File: src/rtl/esp_wait_ctrl.sv
// esp_wait_ctrl: turns a bus select edge into an ESP_REQ pulse and holds Z80 WAIT until ESP_DONE or timeout
module esp_wait_ctrl #(
   parameter int REQ_PULSE = 50,
   parameter int TIMEOUT = 10_000_000
) (
   input logic clk,
   input logic rst,
   input logic sel_in,
   input logic [2:0] sel_type,
   input logic esp_done,
   input logic clear_err,
   output logic esp_req,
   output logic [2:0] esp_s,
   output logic wait_out,
   output logic busy,
   output logic timeout_err,
   output logic [7:0] req_count
);
   typedef enum logic [1:0] {IDLE, REQ, WAIT_DONE, HOLD} state_t;
   localparam logic [23:0] T_LAST = 24'(TIMEOUT - 1);
   localparam logic [7:0] P_LOAD = 8'(REQ_PULSE);
   state_t state, nxt;
   logic [2:0] sel_sh, done_sh;
   logic sel_rise, done_rise, done_early;
   logic [7:0] pcnt;
   logic [23:0] tcnt;
   logic fin, tmo, dn, accept, set_err;
   always_comb begin
      fin = pcnt == 8'd1;
      tmo = tcnt == T_LAST;
      dn = done_early | done_rise;
      nxt = state;
      accept = 1'b0;
      set_err = 1'b0;
      case (state)
         IDLE: begin
            accept = sel_rise;
            nxt = sel_rise ? REQ : IDLE;
         end
         REQ: begin
            nxt = (fin | tmo) ? ((dn | tmo) ? HOLD : WAIT_DONE) : REQ;
            set_err = tmo & ~dn;
         end
         WAIT_DONE: begin
            nxt = (done_rise | tmo) ? HOLD : WAIT_DONE;
            set_err = tmo & ~done_rise;
         end
         default: nxt = sel_sh[1] ? HOLD : IDLE;
      endcase
   end
   always_ff @(posedge clk) begin
      if (rst) begin
         sel_sh <= '1;
         done_sh <= '1;
         sel_rise <= 1'b0;
         done_rise <= 1'b0;
         state <= IDLE;
         pcnt <= '0;
         tcnt <= '0;
         done_early <= 1'b0;
         esp_s <= '0;
         req_count <= '0;
         timeout_err <= 1'b0;
      end else begin
         sel_sh <= {sel_sh[1:0], sel_in};
         done_sh <= {done_sh[1:0], esp_done};
         sel_rise <= sel_sh[1] & ~sel_sh[2];
         done_rise <= done_sh[1] & ~done_sh[2];
         state <= nxt;
         pcnt <= accept ? P_LOAD : (state == REQ) ? pcnt - 8'd1 : pcnt;
         tcnt <= accept ? '0 : (state == REQ || state == WAIT_DONE) ? tcnt + 24'd1 : tcnt;
         done_early <= accept ? 1'b0 : (state == REQ) ? (done_early | done_rise) : done_early;
         esp_s <= accept ? sel_type : esp_s;
         req_count <= accept ? req_count + 8'd1 : req_count;
         timeout_err <= set_err | (timeout_err & ~clear_err);
      end
   end
   assign esp_req = state == REQ;
   assign wait_out = state == REQ || state == WAIT_DONE;
   assign busy = state != IDLE;
endmodule

File: config.mk
export PLATFORM = sky130hd
export DESIGN_NAME = esp_wait_ctrl
export DESIGN_NICKNAME = d
export VERILOG_FILES = /design/src/rtl/esp_wait_ctrl.sv
export SDC_FILE = /design/constraint.sdc
export NUM_CORES = 1
export LEC_CHECK = 0
export CAP_MARGIN = 10
export CORE_MARGIN = 3
export CORE_UTILIZATION = 50
export CTS_BUF_LIST = sky130_fd_sc_hd__clkbuf_16
export DETAILED_ROUTE_END_ITERATION = 10
export PLACE_DENSITY = 0.71
export SKIP_LAST_GASP = 1
export SYNTH_ARGS = -nofsm -noshare
export SYNTH_HDL_FRONTEND = slang
export SYNTH_SLANG_ARGS = --single-unit
File: constraint.sdc
create_clock -name clk -period 5.5 [get_ports clk]
set_input_delay 1.1 -clock clk [delete_from_list [all_inputs] [get_ports clk]]
set_output_delay 1.1 -clock clk [all_outputs]
set_load 0.02 [all_outputs]
==> out/results.txt <==
Run status - finished clean
Synth Area in Adders - 0.0413
Iter 0 DRT Violations - 138
Met3 routed WL - 179 um
Synth Area in XOR/XNOR - 0.0830
Met2 wire length - 2080 um
Filler cells - 405
DIE WIDTH - 75.7 um
Std-Cell Rows - 24
Post-synthesis compound-gate area fraction - 0.114
RSZ-0062 raised after global routing - no
Pre-Repair DR Iteration Count - 4
CTS tree - built
Max layer used - met4
CTS H-tree depth - 2
Post-synth EDFFs - 0
CP bufs+invs - 1
GRT overflow - 0
Yosys cell types - 33
Achievable Freq - 327 MHz
Worst-margin pin slew - 1.09 ns
Met1 Wirelength - 2340 um
Pwr Total - 768 uW
Crit share post-route - 0.555
Die H - 75.7 um
Slowest cell on crit path - clkdlybuf4s50_1
Largest family of logic cells by synthesized area - simple AND/OR/NAND/NOR gates
CP Class - in2reg
Die Footprint - 5720 um^2
Wire length per cell - 13.6 um
Final slew viol count - 0
Bufs on Longest Clock Path - 2
CP Data Arrival Time - 3.18 ns
DRC - 0
Worst vdd ir - 0.201 mV
Vias/cell - 5.58
Syn-to-layout area delta - 16.3%
Largest delay share family, worst path - simple AND/OR/NAND/NOR gates
Nets - 305
GRT Util Overall - 0.181
Post-synthesis mux area share - 0.00413
Crit path cell chain - clkdlybuf4s50_1 > nand2b_1 > nor2_1
Critical Path Source Type - input port
Final setup violation count - 0
Vias post-DR - 1907
Max Cap Viol - 0
Avg Inst Size Synth - 8.85 um^2
Final WL - 4670 um
Hpwl dp - 3140 um
Simple-Gate Fraction of Synth Area - 0.268
Final hold vios - 0
Mapped Area - 2430 um^2
Largest net degree at the start of global routing - 31
Core area - 4500 um^2
Clock network latency to the later pin of the worst-skew pair - 0.28 ns
Max_slew headroom - 0.273
Initial Util - 0.539
Setup crit end kind - flop
Io pins - 23
GP Congestion - 0.860
Power Density - 272 nW/um^2
FFs w/ async S/R, synth - 0
Synth Net Count - 290
Setup TNS - 0 ns
Vias in the first global route - 1743
Clock sink count - 55
Post-layout util - 0.626
Cts repair resizes - 0
Setup repair bufs after CTS - 0
Ys Warns - 0
Final Worst Setup Slack - 2.44 ns
Port buffer count - 22
Max incr delay on CP - 1.00 ns
Period minus WS final - 3.06 ns
Hold crit path type - reg2reg
Cell count after synthesis - 274
WP data required - 5.62 ns
ANT nets after route - 0
Critical Path Fanout Max - 30
First-pass GRT wire length - 8040 um
P_leak - 0.000955 uW
Dpl ws - 2.09 ns
Clock Tree Root - clkbuf_16
Total CTS buffers - 5
Clock slew at the register clock pins of the worst setup and hold paths - 0.07 ns
Initial antenna violation count - 0
Sequential fraction of the synthesis area - 0.454
Share of cells above drive strength 1 - 0.0621
Hold-fix buffers, CTS - 0
Clock Skew - 0.00493 ns
Ys flop type - dfxtp_1
Antenna cells - 0
#FFs+latches synth - 55
[path summary, 6_finish.rpt]
check | cells after the start | slack, ns | end | from
setup / recovery | 3 | 2.44 | tcnt[2]$_SDFFE_PP0P_ | rst
hold / removal | 1 | 0.39 | sel_rise$_SDFF_PP0_ | sel_sh[2]$_SDFF_PP1_
setup reg to reg | 6 | 2.93 | tcnt[23]$_SDFFE_PP0P_ | state[0]$_SDFF_PP0_
hold reg to reg | 1 | 0.39 | sel_rise$_SDFF_PP0_ | sel_sh[2]$_SDFF_PP1_
[Yosys cell counts, drive strengths merged (2+ instances only)]
| library cell | instances | area, um^2 |
|---|---|---|
| and2 | 2 | 12.5 |
| a21oi | 25 | 125 |
| or3 | 8 | 51.3 |
| ha | 8 | 100 |
| nor3b | 2 | 15.0 |
| clkbuf | 13 | 48.8 |
| nand2 | 21 | 78.8 |
| nor4 | 5 | 31.3 |
| dfxtp | 55 | 1100 |
| and4 | 4 | 35.0 |
| nand4b | 2 | 17.5 |
| nor2 | 25 | 93.8 |
| xor2 | 14 | 123 |
| inv | 9 | 33.8 |
| xnor2 | 9 | 78.8 |
| nand3 | 10 | 50.1 |
| and3 | 4 | 25.0 |
| nand2b | 2 | 12.5 |
| o21ai | 11 | 55.1 |
| o31ai | 7 | 52.6 |
| nor3 | 4 | 20.0 |
| or4 | 9 | 75.1 |
| nand4 | 12 | 75.1 |
| or2 | 6 | 37.5 |
[power breakdown]
part | switching [uW] | leakage (uW) | internal [uW]
Clock | 134 | 0.0000812 | 212
Combinational | 10.3 | 0.000429 | 8.76
Sequential | 1.49 | 0.000444 | 401
Total | 146 | 0.000955 | 622
[registers in the layout (all words and copies together), names as in the netlist]
name         flops
sel_rise         1
esp_s            3
done_rise        1
state            2
timeout_err      1
tcnt            24
done_early       1
done_sh          3
sel_sh           3
pcnt             8
req_count        8
[layer usage]
layer | vias to the layer above | GRT usage
met3 | 7 | 0.0435
met1 | 866 | 0.262
li1 | 999 | -
met4 | 0 | 0.0699
met2 | 35 | 0.261
met5 | - | 0
[cells by family (layout without fill, tap and decap cells)]
group                      count (synthesis)  count (layout)
and+or+nand+nor                          118             118
DFF                                       55              55
AOI/OAI and AO/OA                         46              46
xor gates and xnor gates                  23              23
buffers and inverters                     23              39
adders and majority gates                  8               8
muxes                                      1               1
[cells in the final DEF (no fill, tap or decap), drive strengths merged]
cell,count
clkinv,2
clkbuf,5
or3b,1
or3,8
and2,2
ha,8
a211oi,1
nor3,4
nor2,25
o41ai,1
nand4,12
dfxtp,55
nand4b,2
xor2,14
or2,6
nand2b,2
a2111oi,1
bufinv,1
nor3b,2
and4,4
o21ai,11
mux2i,1
nor4,5
nand3,10
nor4bb,1
a21oi,25
inv,9
nand2,21
o31ai,7
clkdlybuf4s50,22
xnor2,9
or4,9
and3,4
[metrics by stage]
stage | cell area [um^2] | instances | hold slack, ns
6_report | 2820 | 342 | 0.387
3_5_place_dp | 2660 | 334 | 0.379
3_3_place_gp | 2660 | 334 | 0.375
5_1_grt | 2820 | 342 | 0.392
4_1_cts | 2820 | 342 | 0.388
2_1_floorplan | 2430 | 274 | 0.373
[cell type report]
| cell class | instances | area [um^2] | share of cell area |
|---|---|---|---|
| multi-input cells | 196 | 1240 | 0.439 |
| flip-flops and latches | 55 | 1100 | 0.390 |
| repair buffers | 22 | 220 | 0.0780 |
| clock buffers | 5 | 125 | 0.0443 |
| well taps | 52 | 65.1 | 0.0231 |
| clock inverters | 3 | 38.8 | 0.0137 |
| inverters | 9 | 33.8 | 0.0120 |
No activity file was read; power rests on OpenSTA's default activity.
==> variant (config.mk and constraints unchanged) <==
Encoding of `state_t`: now one-hot (4 bits for 4 states).
--- a/src/rtl/esp_wait_ctrl.sv
+++ b/src/rtl/esp_wait_ctrl.sv
@@ -16,7 +16,7 @@
    output logic timeout_err,
    output logic [7:0] req_count
 );
-   typedef enum logic [1:0] {IDLE, REQ, WAIT_DONE, HOLD} state_t;
+   typedef enum logic [3:0] {IDLE = 4'b0001, REQ = 4'b0010, WAIT_DONE = 4'b0100, HOLD = 4'b1000} state_t;
    localparam logic [23:0] T_LAST = 24'(TIMEOUT - 1);
    localparam logic [7:0] P_LOAD = 8'(REQ_PULSE);
    state_t state, nxt;
Formal check against the unedited RTL: same outputs for any inputs over 10 cycles, from zero or initial values and one cycle with rst high; not proved beyond that.
==> variant against the original RTL <==
Clock skew hardly changed; critical path depth stayed put; routed wire length is 13% higher; combinational power is 23% higher; power is 24% higher; via count is 12% higher; register-to-register slack better by 0.02 ns; setup slack worse by 0.52 ns; final area is 9.2% higher; area after synthesis is 5.3% higher; count of clock-buffer cells in the layout is 4 higher; fmax is 15% lower; sequential cell count is 2 higher.
==> variant: results <==
group,metric,value,unit
placement,dpl_worst_slack,2.00,ns
setup_path,arrival,2.48,ns
logic_synthesis,synth_nets,306,
cts,cts_buffers,9,
logic_synthesis,yosysSeqAreaShare,0.447,
placement,placedCellCount,369,
logic_synthesis,synth_area_per_cell,8.69,sq um
placement,placed_cell_area,2810,sq um
placement,post-dp-hpwl,3490,um
grt,grt_pass1_wl,9200,um
cts,path_clk_slew,0.05,ns
run_status,outcome,"finished, final reports clean",
cells_and_area,top_regs,"tcnt (24), pcnt (8), req_count (8)",
routing,vias_per_cell,5.56,
placement,gp_congestion,0.805,
setup_path,r2r-end,"tcnt[15]",
setup_path,crit_start,"state[1]",
pwr,p_sw,0.188,mW
logic_synthesis,synth_area_leaders,"dfxtp_1, a21oi_1, xor2_1",
setup_path,rr_worst_depth,5,
routing,drtIter0Drc,123,
logic_synthesis,synthTopCellsByCount,"dfxtp_1, nor2_1, a21oi_1",
logic_synthesis,synth_cell_types,39,
cells_and_area,finalNetCount,325,
grt,grtUsageTotal,0.193,
cts,clkLatencyLatePin,0.32,ns
cts,cts-htree-levels,3,
pwr,ir_worst_vdd,254,uV
timing,period_share,0.650,
cells_and_area,layoutNonFillerInstCount,384,
setup_path,reg2reg_slack,2.95,ns
routing,avgRoutedWirePerCell,13.7,um
pwr,leakagePower,1.09,nW
cells_and_area,drive_above_1_share,0.0694,
cells_and_area,fill_cells,454,
setup_path,cp_max_fo,11,
setup_path,endpoint,"esp_req",
## variant: cells by family after synthesis
family / synth area share
xor+xnor: 0.0651
flops: 0.447
buf+inv: 0.0372
simple gates: 0.277
compound gates: 0.139
mux: 0.0157
fa+ha+maj: 0.0196
## variant: worst min path at each step
stage                     end  slack [ns]  depth (start not counted)  startpoint
finish              done_rise        0.40                          1  done_sh[2]
global route        done_rise        0.42                          1  done_sh[2]
CTS                 done_rise        0.40                          1  done_sh[2]
detailed placement  done_rise        0.38                          1  done_sh[2]
global placement    done_rise        0.38                          1  done_sh[2]
floorplan           done_rise        0.37                          1  done_sh[2]
## variant: critical path, stage by stage, from the launching register on
cell and delay, ns:
dfxtp_1 0.47, or4b_2 0.70, inv_1 0.32, clkdlybuf4s50_1 0.68
## variant: routing by layer
layer / vias up / GRT usage / wire length [um]
li1: 1106 / - / -
met1: 977 / 0.263 / 2690
met2: 45 / 0.275 / 2230
met3: 7 / 0.0708 / 263
met4: 0 / 0.0801 / 92
met5: - / 0 / 0
## variant: area by class of cell
| type | count | area, sq um | share of cell area |
|---|---|---|---|
| clock buffers | 9 | 225 | 0.0731 |
| clock inverters | 6 | 51.3 | 0.0166 |
| inverters | 9 | 33.8 | 0.0110 |
| multi-input cells | 213 | 1320 | 0.428 |
| flip-flops and latches | 57 | 1140 | 0.370 |
| well taps | 67 | 83.8 | 0.0272 |
| repair buffers | 23 | 228 | 0.0739 |
## variant: power groups by stage
stage / clock [mW] / combinational (mW) / sequential, mW
2_1_floorplan: 0 / 0.0144 / 0.427
3_3_place_gp: 0 / 0.0234 / 0.427
3_5_place_dp: 0 / 0.0236 / 0.427
4_1_cts: 0.521 / 0.0236 / 0.419
5_1_grt: 0.544 / 0.0259 / 0.419
6_report: 0.512 / 0.0235 / 0.420
